### src/rtl/serial_add_ctrl_pkg.sv
// Shared definitions for the nibble-serial add/subtract controller.
package serial_add_ctrl_pkg;

  localparam int SLICE_W = 4;

  typedef enum logic [1:0] {
    ST_IDLE = 2'b00,
    ST_RUN  = 2'b01,
    ST_FIN  = 2'b10
  } state_t;

  function automatic int idx_width(input int nibbles);
    return (nibbles > 1) ? $clog2(nibbles) : 1;
  endfunction

endpackage

### src/rtl/adder4_slice.sv
// Purely combinational 4-bit ripple-carry adder slice.
module adder4_slice
  import serial_add_ctrl_pkg::*;
(
  input  logic [SLICE_W-1:0] a,
  input  logic [SLICE_W-1:0] b,
  input  logic               c_i,
  output logic [SLICE_W-1:0] s,
  output logic               c_o
);

  logic [SLICE_W:0] w_c;

  assign w_c[0] = c_i;

  for (genvar g = 0; g < SLICE_W; g++) begin : g_bit
    assign s[g]     = a[g] ^ b[g] ^ w_c[g];
    assign w_c[g+1] = (a[g] & b[g]) | (w_c[g] & (a[g] ^ b[g]));
  end

  assign c_o = w_c[SLICE_W];

endmodule

### src/rtl/serial_add_ctrl.sv
// Adds or subtracts two W-bit operands one nibble per clock (LSB first) through a
// single shared 4-bit slice; START/BUSY/DONE handshake, all outputs registered.
module serial_add_ctrl
  import serial_add_ctrl_pkg::*;
#(
  parameter int NIBBLES = 4
) (
  input  logic                       i_clk,
  input  logic                       i_rst,
  input  logic                       i_start,
  input  logic                       i_sub,
  input  logic [SLICE_W*NIBBLES-1:0] i_a,
  input  logic [SLICE_W*NIBBLES-1:0] i_b,
  input  logic                       i_c_in,
  output logic                       o_busy,
  output logic                       o_done,
  output logic [SLICE_W*NIBBLES-1:0] o_sum,
  output logic                       o_c_out,
  output logic                       o_ovf
);

  localparam int W  = SLICE_W * NIBBLES;
  localparam int IW = idx_width(NIBBLES);
  localparam logic [IW-1:0] LAST_IDX = IW'(NIBBLES - 1);

  state_t           r_state;
  state_t           w_state_nxt;
  logic [IW-1:0]    r_idx;
  logic             r_carry;
  logic [W-1:0]     r_a;
  logic [W-1:0]     r_b;
  logic [W-1:0]     r_sum;
  logic             r_c_out;
  logic             r_ovf;
  logic             r_busy;
  logic             r_done;

  logic [SLICE_W-1:0] w_a_nib;
  logic [SLICE_W-1:0] w_b_nib;
  logic [SLICE_W-1:0] w_s;
  logic               w_co;
  logic               w_last;

  // Slice width is 4, so the nibble base offset is the index shifted left by two.
  assign w_a_nib = r_a[{r_idx, 2'b00} +: SLICE_W];
  assign w_b_nib = r_b[{r_idx, 2'b00} +: SLICE_W];
  assign w_last  = (r_idx == LAST_IDX);

  adder4_slice u_slice (
    .a   (w_a_nib),
    .b   (w_b_nib),
    .c_i (r_carry),
    .s   (w_s),
    .c_o (w_co)
  );

  always_ff @(posedge i_clk or posedge i_rst) begin
    if (i_rst) begin
      r_state <= ST_IDLE;
    end else begin
      r_state <= w_state_nxt;
    end
  end

  always_comb begin
    w_state_nxt = r_state;
    case (r_state)
      ST_IDLE: if (i_start) w_state_nxt = ST_RUN;
      ST_RUN:  if (w_last)  w_state_nxt = ST_FIN;
      ST_FIN:  w_state_nxt = ST_IDLE;
      default: w_state_nxt = ST_IDLE;
    endcase
  end

  always_ff @(posedge i_clk or posedge i_rst) begin
    if (i_rst) begin
      r_idx   <= '0;
      r_carry <= 1'b0;
      r_a     <= '0;
      r_b     <= '0;
      r_sum   <= '0;
      r_c_out <= 1'b0;
      r_ovf   <= 1'b0;
      r_busy  <= 1'b0;
      r_done  <= 1'b0;
    end else begin
      r_busy <= (w_state_nxt == ST_RUN);
      r_done <= (w_state_nxt == ST_FIN);
      case (r_state)
        ST_IDLE: begin
          if (i_start) begin
            // Subtract is A + ~B + 1: invert B once here, fold the +1 into the carry.
            r_a     <= i_a;
            r_b     <= i_sub ? ~i_b : i_b;
            r_carry <= i_c_in ^ i_sub;
            r_idx   <= '0;
          end
        end
        ST_RUN: begin
          r_sum[{r_idx, 2'b00} +: SLICE_W] <= w_s;
          r_carry <= w_co;
          r_idx   <= r_idx + 1'b1;
          if (w_last) begin
            r_c_out <= w_co;
            r_ovf   <= (r_a[W-1] == r_b[W-1]) && (w_s[SLICE_W-1] != r_a[W-1]);
          end
        end
        default: ;
      endcase
    end
  end

  assign o_busy  = r_busy;
  assign o_done  = r_done;
  assign o_sum   = r_sum;
  assign o_c_out = r_c_out;
  assign o_ovf   = r_ovf;

endmodule

### config.mk
export PLATFORM = sky130hd
export DESIGN_NAME = serial_add_ctrl
export DESIGN_NICKNAME = d
export VERILOG_FILES = /design/src/rtl/serial_add_ctrl_pkg.sv /design/src/rtl/adder4_slice.sv /design/src/rtl/serial_add_ctrl.sv
export SDC_FILE = /design/constraint.sdc
export NUM_CORES = 1
export LEC_CHECK = 0
export ABC_AREA = 1
export CORE_ASPECT_RATIO = 1.1
export CORE_MARGIN = 4
export CORE_UTILIZATION = 50
export CTS_CLUSTER_SIZE = 8
export DETAILED_ROUTE_END_ITERATION = 6
export GPL_TIMING_DRIVEN = 0
export HOLD_SLACK_MARGIN = 0.15
export PLACE_DENSITY = 0.88
export SLEW_MARGIN = 10
export SYNTH_ARGS = -nofsm -noshare
export SYNTH_HDL_FRONTEND = slang
export SYNTH_SLANG_ARGS = --single-unit
### constraint.sdc
create_clock -name i_clk -period 3.73 [get_ports i_clk]
set_input_delay 0.746 -clock i_clk [delete_from_list [all_inputs] [get_ports i_clk]]
set_output_delay 0.746 -clock i_clk [all_outputs]
set_load 0.02 [all_outputs]
== Yosys cells after proc, flatten, opt, wreduce, memory -nomap -nowiden ==
Cells that the tools add are included.
W data, S select, Z words.

* Output and inout bits: 20
* Bits in writable memories: 0
* Bits in read-only memories: 0
* Input port bits: 37
* Word-level logic and storage cells: 60
* Latch bits: 0
* Bits in registers: 57
* Memories kept: 0

* $lt $le $gt $ge: 0
* Reductions and logical operators: 6
* Add/subtract/negate cells: 2
* Equality and inequality tests: 7
* Shifts and indexed selects: 4
* Multipliers: 0
* Bitwise gates (word level): 22
* Mux-type cells: 9
* Div/mod/pow operators: 0

{| class="wikitable"
|+ Operator list
! operator !! number
|-
| $shiftx A16 B5 Y4 || 2
|-
| $bwmux W16 || 1
|-
| $mux W16 || 1
|-
| $not A16 Y16 || 1
|-
| $shift A4 B6 Y16 const A || 1
|-
| $shiftx A4 B6 Y16 || 1
|-
| $xor A1 B1 Y1 || 9
|-
| $and A1 B1 Y1 || 8
|-
| $pmux W2 S2 || 2
|-
| $mux W2 || 3
|-
| $neg A4 Y6 || 1
|-
| $reduce_and A2 Y1 || 3
|-
| $eq A2 B1 Y1 const B || 2
|-
| $eq A2 B2 Y1 const B || 2
|-
| $or A1 B1 Y1 || 4
|-
| $add A2 B1 Y2 const B || 1
|-
| $logic_not A2 Y1 || 1
|-
| $ne A2 B2 Y1 const B || 1
|-
| $pmux W1 S2 || 1
|-
| $reduce_bool A2 Y1 || 1
|-
| $eq A1 B1 Y1 || 1
|-
| $logic_and A1 B1 Y1 || 1
|-
| $mux W1 || 1
|-
| $ne A1 B1 Y1 || 1
|}

== Logic depth before layout (Yosys ltp) ==
Gate-level depths: netlist (run 1).

* Word-level depth: 11
* Gate-level depth with buffers: 15
* Gate-level depth less buffers: 13

== Hierarchy ==
A second synthesis (run 1) with hierarchy kept.

* Cell total of the unflattened synthesis: 335
* Area total of the unflattened synthesis: 2,801.4 um^2

{| class="wikitable"
|+ Modules (own cells, without submodules)
! module !! area an instance (um^2) !! cells each !! times used !! sequential area each (um^2)
|-
| serial_add_ctrl || 2,683.8 || 321 || 1 || 1,426.4
|-
| adder4_slice || 117.6 || 14 || 1 || 0.0
|}

== Least setup slack after synthesis (run 1) ==
No wires, ideal clock.

* Path type: reg-to-reg
* From: register r_idx[0]
* To: register r_ovf (netlist: o_ovf)
* Data arrival time: 2,892 ps
* Cell stages (with the launch flop): 15
* Path buffers: 2
* Required time: 3,610 ps
* Setup time: 120 ps
* Slack: 718 ps
* Cells stage by stage: dfrtp_1 -> clkbuf_1 -> inv_1 -> buf_2 -> nor2_1 -> o22ai_1 -> fa_1 -> inv_1 -> fa_1 -> fa_1 -> inv_1 -> fa_1 -> xor2_1 -> nand3_1 -> nand2_1

* Word-level cells in the longest chain between the ends: 11
* Elaborated cells between the ends (all ways): 20

{| class="wikitable"
|+ RTL lines
! element !! line !! text
|-
| start, declared || serial_add_ctrl.sv:28 || <nowiki>logic [IW-1:0] r_idx;</nowiki>
|-
| start signal, assigned || serial_add_ctrl.sv:102 || <nowiki>r_idx <= r_idx + 1'b1;</nowiki>
|-
| $shiftx A16 B5 Y4 (on tied branches) || serial_add_ctrl.sv:45, serial_add_ctrl.sv:46 ||
|-
| $xor A1 B1 Y1 || adder4_slice.sv:18 || <nowiki>assign w_c[g+1] = (a[g] & b[g]) | (w_c[g] & (a[g] ^ b[g]));</nowiki>
|-
| $and A1 B1 Y1 || adder4_slice.sv:18 ||
|-
| $or A1 B1 Y1 || adder4_slice.sv:18 ||
|-
| $and A1 B1 Y1 || adder4_slice.sv:18 ||
|-
| $or A1 B1 Y1 || adder4_slice.sv:18 ||
|-
| $and A1 B1 Y1 || adder4_slice.sv:18 ||
|-
| $or A1 B1 Y1 || adder4_slice.sv:18 ||
|-
| $xor A1 B1 Y1 || adder4_slice.sv:17 || <nowiki>assign s[g] = a[g] ^ b[g] ^ w_c[g];</nowiki>
|-
| $ne A1 B1 Y1 || serial_add_ctrl.sv:105 || <nowiki>r_ovf <= (r_a[W-1] == r_b[W-1]) && (w_s[SLICE_W-1] != r_a[W-1]);</nowiki>
|-
| $logic_and A1 B1 Y1 || serial_add_ctrl.sv:105 ||
|-
| end signal, assigned || serial_add_ctrl.sv:105 ||
|-
| end, declared || serial_add_ctrl.sv:34 || <nowiki>logic r_ovf;</nowiki>
|}

Several ways; a longest one is shown, not always the timed one.
A chain may end at the register's enable or synchronous reset.

== Worst setup path after layout (run 1) ==
Same ends and word-level chain as after synthesis.

==> summary.txt, run 1 <==
Flop-to-flop setup slack: 0.24 ns
Clock sinks: 57
Final Util: 66.8%
Comb pwr share: 51.6%
Slew @ Worst Pin: 0.595 ns
CTS buffer count: 9
Initial Util: 51.8%
Critical Path Start Type: register
Largest net degree at the start of global routing: 31
Leading cell type in the layout, fill and taps excluded: nand2_1
Post-route ant nets: 0
Clk pwr share: 14.6%
Synth Warn #: 0
Synth area leader: dfrtp_1
Fmax: 287 MHz
First-pass GRT wire length: 10.5 mm
Post-synth net total: 368
Top cells by area, synth: dfrtp_1, nand2_1, o21ai_0, xnor2_1, nand3_1
Final setup viols: 0
Most frequent cells in the layout: nand2_1, dfrtp_1, clkdlybuf4s50_1
Cells after Synth: 321
Maximum VDD drop: 0.439 mV
Fin nets: 435
Hold_ws: 0.473 ns
Multi-input gate area: 0.00121 mm2
Post-Syn Area per Cell: 8.70 um2
Synthesis-stage register bit count: 57
Row Count: 28
EDFF count, synth: 0
Synth Area in Compound Gates: 11.0%
Fraction of layout cells with a size suffix above 1: 7.16%
Clk_lat worst skew: 0.34 ns
Final worst path period share: 93.5%
Status: finished, final reports clean
FILL cells: 457
Router iterations before antenna repair: 4
Sw Ratio: 44.4%
Htree depth: 3
Normalized max-slew margin: 60.3%
Internal Pwr Total: 1.72 mW
Static Leak: 1.68 nW
Initial antenna violation count: 0
Crit path DAT: 3.71 ns
Worst Path Required: 3.95 ns
Max-slew violations: 0
Drt wl/cell: 13.2 um
Total gr overflow: 0
Final std cells w/o fill: 466
Hold Fails Final Rpt: 0
Cts hold-fix bufs: 0
DR vias/cell: 5.18
Via count: 2412
# DRC: 0
Adder-cell share of the synthesized area: 5.55%
Power, Total: 3.10 mW
Routed WL: 6.13 mm
Routability Congestion: 0.862
Sequential share of the synthesized area: 51.1%
Worst hold path type: reg -> reg
Pre-CTS setup slack: 0.251 ns
Worst-path clk slew: 0.06 ns
Die Span Y: 86.4 um
GR Util All Layers: 20.3%
TritonCTS clock tree: done
Asr flop ratio synth: 100%
Full die area: 0.00685 mm2
Clk Tree Root Cell: clkbuf_8
Io pins: 57
# Max-Cap Violations: 0
Distinct cells, synth: 21
Simple-gate share of the synthesized area: 21.1%
Initial DRC count: 136
Register Area: 0.00143 mm2
P per Cell Area: 859 mW/mm2
Mux cell area share after synthesis: 0%
Critical Path Fanout Max: 12
Clock Path Buffers: 2
XOR/XNOR share of the synthesized area: 5.64%
Critical path class: reg -> reg
Final Skew: 0.00953 ns
Port bufs: 55
Syn Std Cell Area: 0.00279 mm2
Ant. Diodes: 0
Flop pwr share: 33.8%
Die W: 79.3 um
Setup ws final: 0.243 ns
DP HPWL: 4.76 mm
P_sw: 1.38 mW
Post-synth top flop: dfrtp_1
CP endpoint kind: register
Post-layout min period: 3.49 ns
Largest family of logic cells by synthesized area: simple AND/OR/NAND/NOR gates
Vias in the first global route: 2405
Area share of the largest cell type after synthesis: 51.1%
Dpl cells: 452
Area grow syn2layout: 29.0%
Core Region: 0.00540 mm2
## metrics by stage
stage / setup TNS [ns] / cell area (um2)
finish: 0 / 3600
global route: -0.00222 / 3600
CTS: 0 / 3600
detailed placement: 0 / 3460
global placement: 0 / 3440
floorplan: 0 / 2790
## sequential cells by signal, indices dropped and copies added, names as in the netlist
| name | cells |
|---|---|
| r_idx | 2 |
| o_ovf | 1 |
| r_a | 16 |
| o_busy | 1 |
| o_done | 1 |
| r_carry | 1 |
| o_sum | 16 |
| r_b | 16 |
| r_state | 2 |
| o_c_out | 1 |
## Yosys cell counts, types with 4 or more instances
master and number:
a21oi_1 4, ha_1 6, o21ai_0 44, nor2_1 16, nand3_1 23, clkbuf_1 4, inv_1 16, nand2_1 105
o21ai_2 4, buf_2 6, dfrtp_1 57, xnor2_1 17, o22ai_1 5, fa_1 4
## logic make-up after synthesis
logic type | Yosys count
buffers and inverters | 33
and+or+nand+nor | 146
DFF | 57
xor gates and xnor gates | 18
AOI/OAI and AO/OA | 57
adders and majority gates | 10
## metal layers
layer	share of wire, %	wire length (um)	vias to the layer above	global-route usage, %
li1	-	-	1167	-
met1	39	2410	1142	22.9
met2	52	3170	87	35.0
met3	6.3	389	16	3.33
met4	2.6	161	0	14.1
met5	0	0	-	0
## layout make-up
class                   count  share of cell area, %
well taps                  75                   2.60
clock inverters             1                  0.139
clock buffers              13                   3.85
repair buffers             56                   15.8
inverters                  19                   1.98
flip-flops and latches     57                   39.6
plain buffers              14                   2.46
multi-input cells         231                   33.6
## worst max-delay path, cell delays in order (launching register included)
cell	delay, ns
dfrtp_1	0.42
clkbuf_1	0.21
inv_1	0.23
clkbuf_4	0.27
nor2_1	0.06
o22ai_1	0.28
fa_1	0.22
inv_1	0.05
fa_1	0.37
fa_1	0.37
inv_1	0.09
fa_1	0.50
xor2_1	0.18
nand3_1	0.08
nand2_1	0.05
## final timing paths
kind                                      start                   to  cells past startpoint
min reg2reg                 r_a[10]$_DFFE_PP0P_  r_a[10]$_DFFE_PP0P_                      2
min                         r_a[10]$_DFFE_PP0P_  r_a[10]$_DFFE_PP0P_                      2
max                        r_idx[0]$_DFFE_PP0P_    o_ovf$_DFFE_PP0P_                     14
max in group asynchronous                 i_rst   r_b[6]$_DFFE_PP0P_                      3
max reg2reg                r_idx[0]$_DFFE_PP0P_    o_ovf$_DFFE_PP0P_                     14
min in group asynchronous                 i_rst   r_a[1]$_DFFE_PP0P_                      2
## power groups by stage
stage               Clock (mW)  Sequential (mW)  Combinational [mW]
floorplan                    0             1.09                1.02
global placement             0             1.04                1.51
detailed placement           0             1.06                1.57
global route             0.486             1.08                1.82
CTS                      0.461             1.05                1.59
finish                   0.451             1.05                1.60
## repair_timing
action / CTS / global route
setup buffers: 0 / 0
hold endpoints to repair: 0 / 0
setup endpoints to repair: 0 / 1
resized for setup: 0 / 1
No activity file was read; power rests on OpenSTA's default activity.
==> run 2: changes to the inputs <==
--- a/config.mk
+++ b/config.mk
@@ -8,12 +8,12 @@
 export ABC_AREA = 1
 export CORE_ASPECT_RATIO = 1.1
 export CORE_MARGIN = 4
-export CORE_UTILIZATION = 50
+export CORE_UTILIZATION = 46
 export CTS_CLUSTER_SIZE = 8
 export DETAILED_ROUTE_END_ITERATION = 6
 export GPL_TIMING_DRIVEN = 0
 export HOLD_SLACK_MARGIN = 0.15
-export PLACE_DENSITY = 0.88
+export PLACE_DENSITY = 0.86
 export SLEW_MARGIN = 10
 export SYNTH_ARGS = -nofsm -noshare
 export SYNTH_HDL_FRONTEND = slang
==> constraint.sdc (replaced) <==
create_clock -name i_clk -period 2.9 [get_ports i_clk]
set_input_delay 0.58 -clock i_clk [delete_from_list [all_inputs] [get_ports i_clk]]
set_output_delay 0.58 -clock i_clk [all_outputs]
set_load 0.02 [all_outputs]
==> run 2 against run 1 <==
Setup slack worse by 0.20 ns. Register-to-register slack got worse by 0.20 ns. Clock skew rose by 0.00075 ns. Sequential cell count did not move. Sequential power is 33% higher. Cell count grew 3.0%. Final area increased by 6.1%. Critical path type unchanged. Largest cell class unchanged. Largest power group unchanged.
==> summary.txt, run 2 (synthesis results as in run 1) <==
Clk_lat worst skew: 0.34 ns
Setup ws final: 0.0434 ns
Die W: 82.3 um
Area grow syn2layout: 36.9%
Ant. Diodes: 0
Row Count: 29
DP HPWL: 4.66 mm
Io pins: 57
FF-to-FF path depth: 13
Max-slew violations: 0
Core Region: 0.00584 mm2
CTS buffer count: 9
Final Skew: 0.0103 ns
Routability Congestion: 0.834
Vias in the first global route: 2489
First-pass GRT wire length: 11.2 mm
Buffers & Inverters on Critical Path: 4
Setup crit end: o_ovf$_DFFE_PP0P_
Port bufs: 55
Worst-path clk slew: 0.06 ns
Full die area: 0.00739 mm2
Top cell by count, worst path: fa_2
Initial Util: 47.8%
Largest net degree at the start of global routing: 35
Leading cell type in the layout, fill and taps excluded: nand2_1
Dpl cell area: 0.00347 mm2
CP endpoint kind: register
Via count: 2446
Crit path DAT: 3.08 ns
Maximum VDD drop: 0.675 mV
Final worst path period share: 98.5%
Static Leak: 1.77 nW
CP max stage cell: dfrtp_2
Worst hold path type: reg -> reg
Routed WL: 6.77 mm
Flop-to-flop setup slack: 0.04 ns
P per Cell Area: 1170 mW/mm2
Dpl cells: 454
Clock sinks: 57
Worst R2R End: o_ovf$_DFFE_PP0P_
Min-delay src: o_sum[14]$_DFFE_PP0P_
Crit. Startpoint: r_idx[0]$_DFFE_PP0P_
Worst Path Required: 3.12 ns
Fmax: 350 MHz
Cells along the critical path: inv_4 > buf_8 > nor2_4 > o22ai_4 > fa_2 > inv_2 > fa_2 > fa_2 > inv_2 > fa_2 > xor2_1 > nand3_1 > nand2_1
RR Startpoint: r_idx[0]$_DFFE_PP0P_
Initial DRC count: 267
Fraction of layout cells with a size suffix above 1: 14.9%
Initial antenna violation count: 0
Status: finished, final reports clean
Critical Path Fanout Max: 5
Most frequent cells in the layout: nand2_1, clkdlybuf4s50_1, dfrtp_1
Clock Path Buffers: 2
Normalized max-slew margin: 66.3%
Final setup viols: 0
Cts hold-fix bufs: 0
Total gr overflow: 0
Pre-CTS setup slack: -0.445 ns
Drt wl/cell: 14.1 um
CP max stage delay: 0.47 ns
Fin nets: 445
Cell family with most CP delay: adder cells
Htree depth: 3
Clk Tree Root Cell: clkbuf_8
Router iterations before antenna repair: 4
Post-layout min period: 2.86 ns
TritonCTS clock tree: done
Final std cells w/o fill: 480
Finished layout cell area: 0.00383 mm2
Hold Fails Final Rpt: 0
RSZ-0062 raised after global routing: true
DR vias/cell: 5.10
Slew @ Worst Pin: 0.504 ns
# DRC: 0
Post-route ant nets: 0
Die Span Y: 89.7 um
GR Util All Layers: 19.5%
Critical path class: reg -> reg
FILL cells: 468
Critical Path Start Type: register
Sum Neg Setup Slack: 0 ns
Crit. path cell count: 13
# Max-Cap Violations: 0
## run 2: worst register-to-register path: stages, from the launching register on
cell	delay, ns
dfrtp_2	0.47
inv_4	0.10
buf_8	0.10
nor2_4	0.03
o22ai_4	0.19
fa_2	0.23
inv_2	0.04
fa_2	0.36
fa_2	0.37
inv_2	0.07
fa_2	0.47
xor2_1	0.16
nand3_1	0.09
nand2_1	0.06
## run 2: how the worst min path moves through the flow
stage,cells after the start,endpoint,slack (ns)
6_report,2,o_sum[14]$_DFFE_PP0P_,0.48
5_1_grt,2,r_b[11]$_DFFE_PP0P_,0.51
4_1_cts,2,r_a[4]$_DFFE_PP0P_,0.48
3_5_place_dp,2,r_a[4]$_DFFE_PP0P_,0.46
3_3_place_gp,2,r_a[9]$_DFFE_PP0P_,0.45
2_1_floorplan,2,r_a[11]$_DFFE_PP0P_,0.44
## run 2: power breakdown
group          switching [mW]  leakage (nW)  internal (mW)
Clock                   0.303        0.0974          0.418
Sequential              0.265         0.724           1.13
Combinational            1.37         0.947          0.990
## run 2: layout make-up
cell class              count  area (um2)  area share (%)
clock buffers              13         149            3.89
flip-flops and latches     57        1430            37.3
repair buffers             68         664            17.4
inverters                  19        78.8            2.06
clock inverters             3        40.0            1.05
multi-input cells         231        1270            33.2
plain buffers              12        98.8            2.58
well taps                  77        96.3            2.52
## run 2: repair_timing
action                                 CTS  global route
endpoints found under the hold margin    0             0
gates resized for setup                 12            21
buffers inserted                         9             3
setup endpoints to repair               11             5
pin swaps                                3             7
## run 2: routing by layer
| layer | part of all wire [%] | GRT usage [%] | up-vias |
|---|---|---|---|
| li1 | - | - | 1191 |
| met1 | 39 | 23.5 | 1141 |
| met2 | 51 | 32.0 | 92 |
| met3 | 5.8 | 3.80 | 22 |
| met4 | 3.6 | 10.7 | 0 |
| met5 | 0 | 0 | - |
## run 2: metrics by stage
stage                     hold WS, ns  utilization, %  total power, mW
after floorplan                 0.437               -             2.72
after global placement          0.454            59.0             3.29
after detailed placement        0.464            59.3             3.38
after CTS                       0.479            64.1             4.27
after global routing            0.506            65.5             4.85
final                           0.482            65.5             4.47
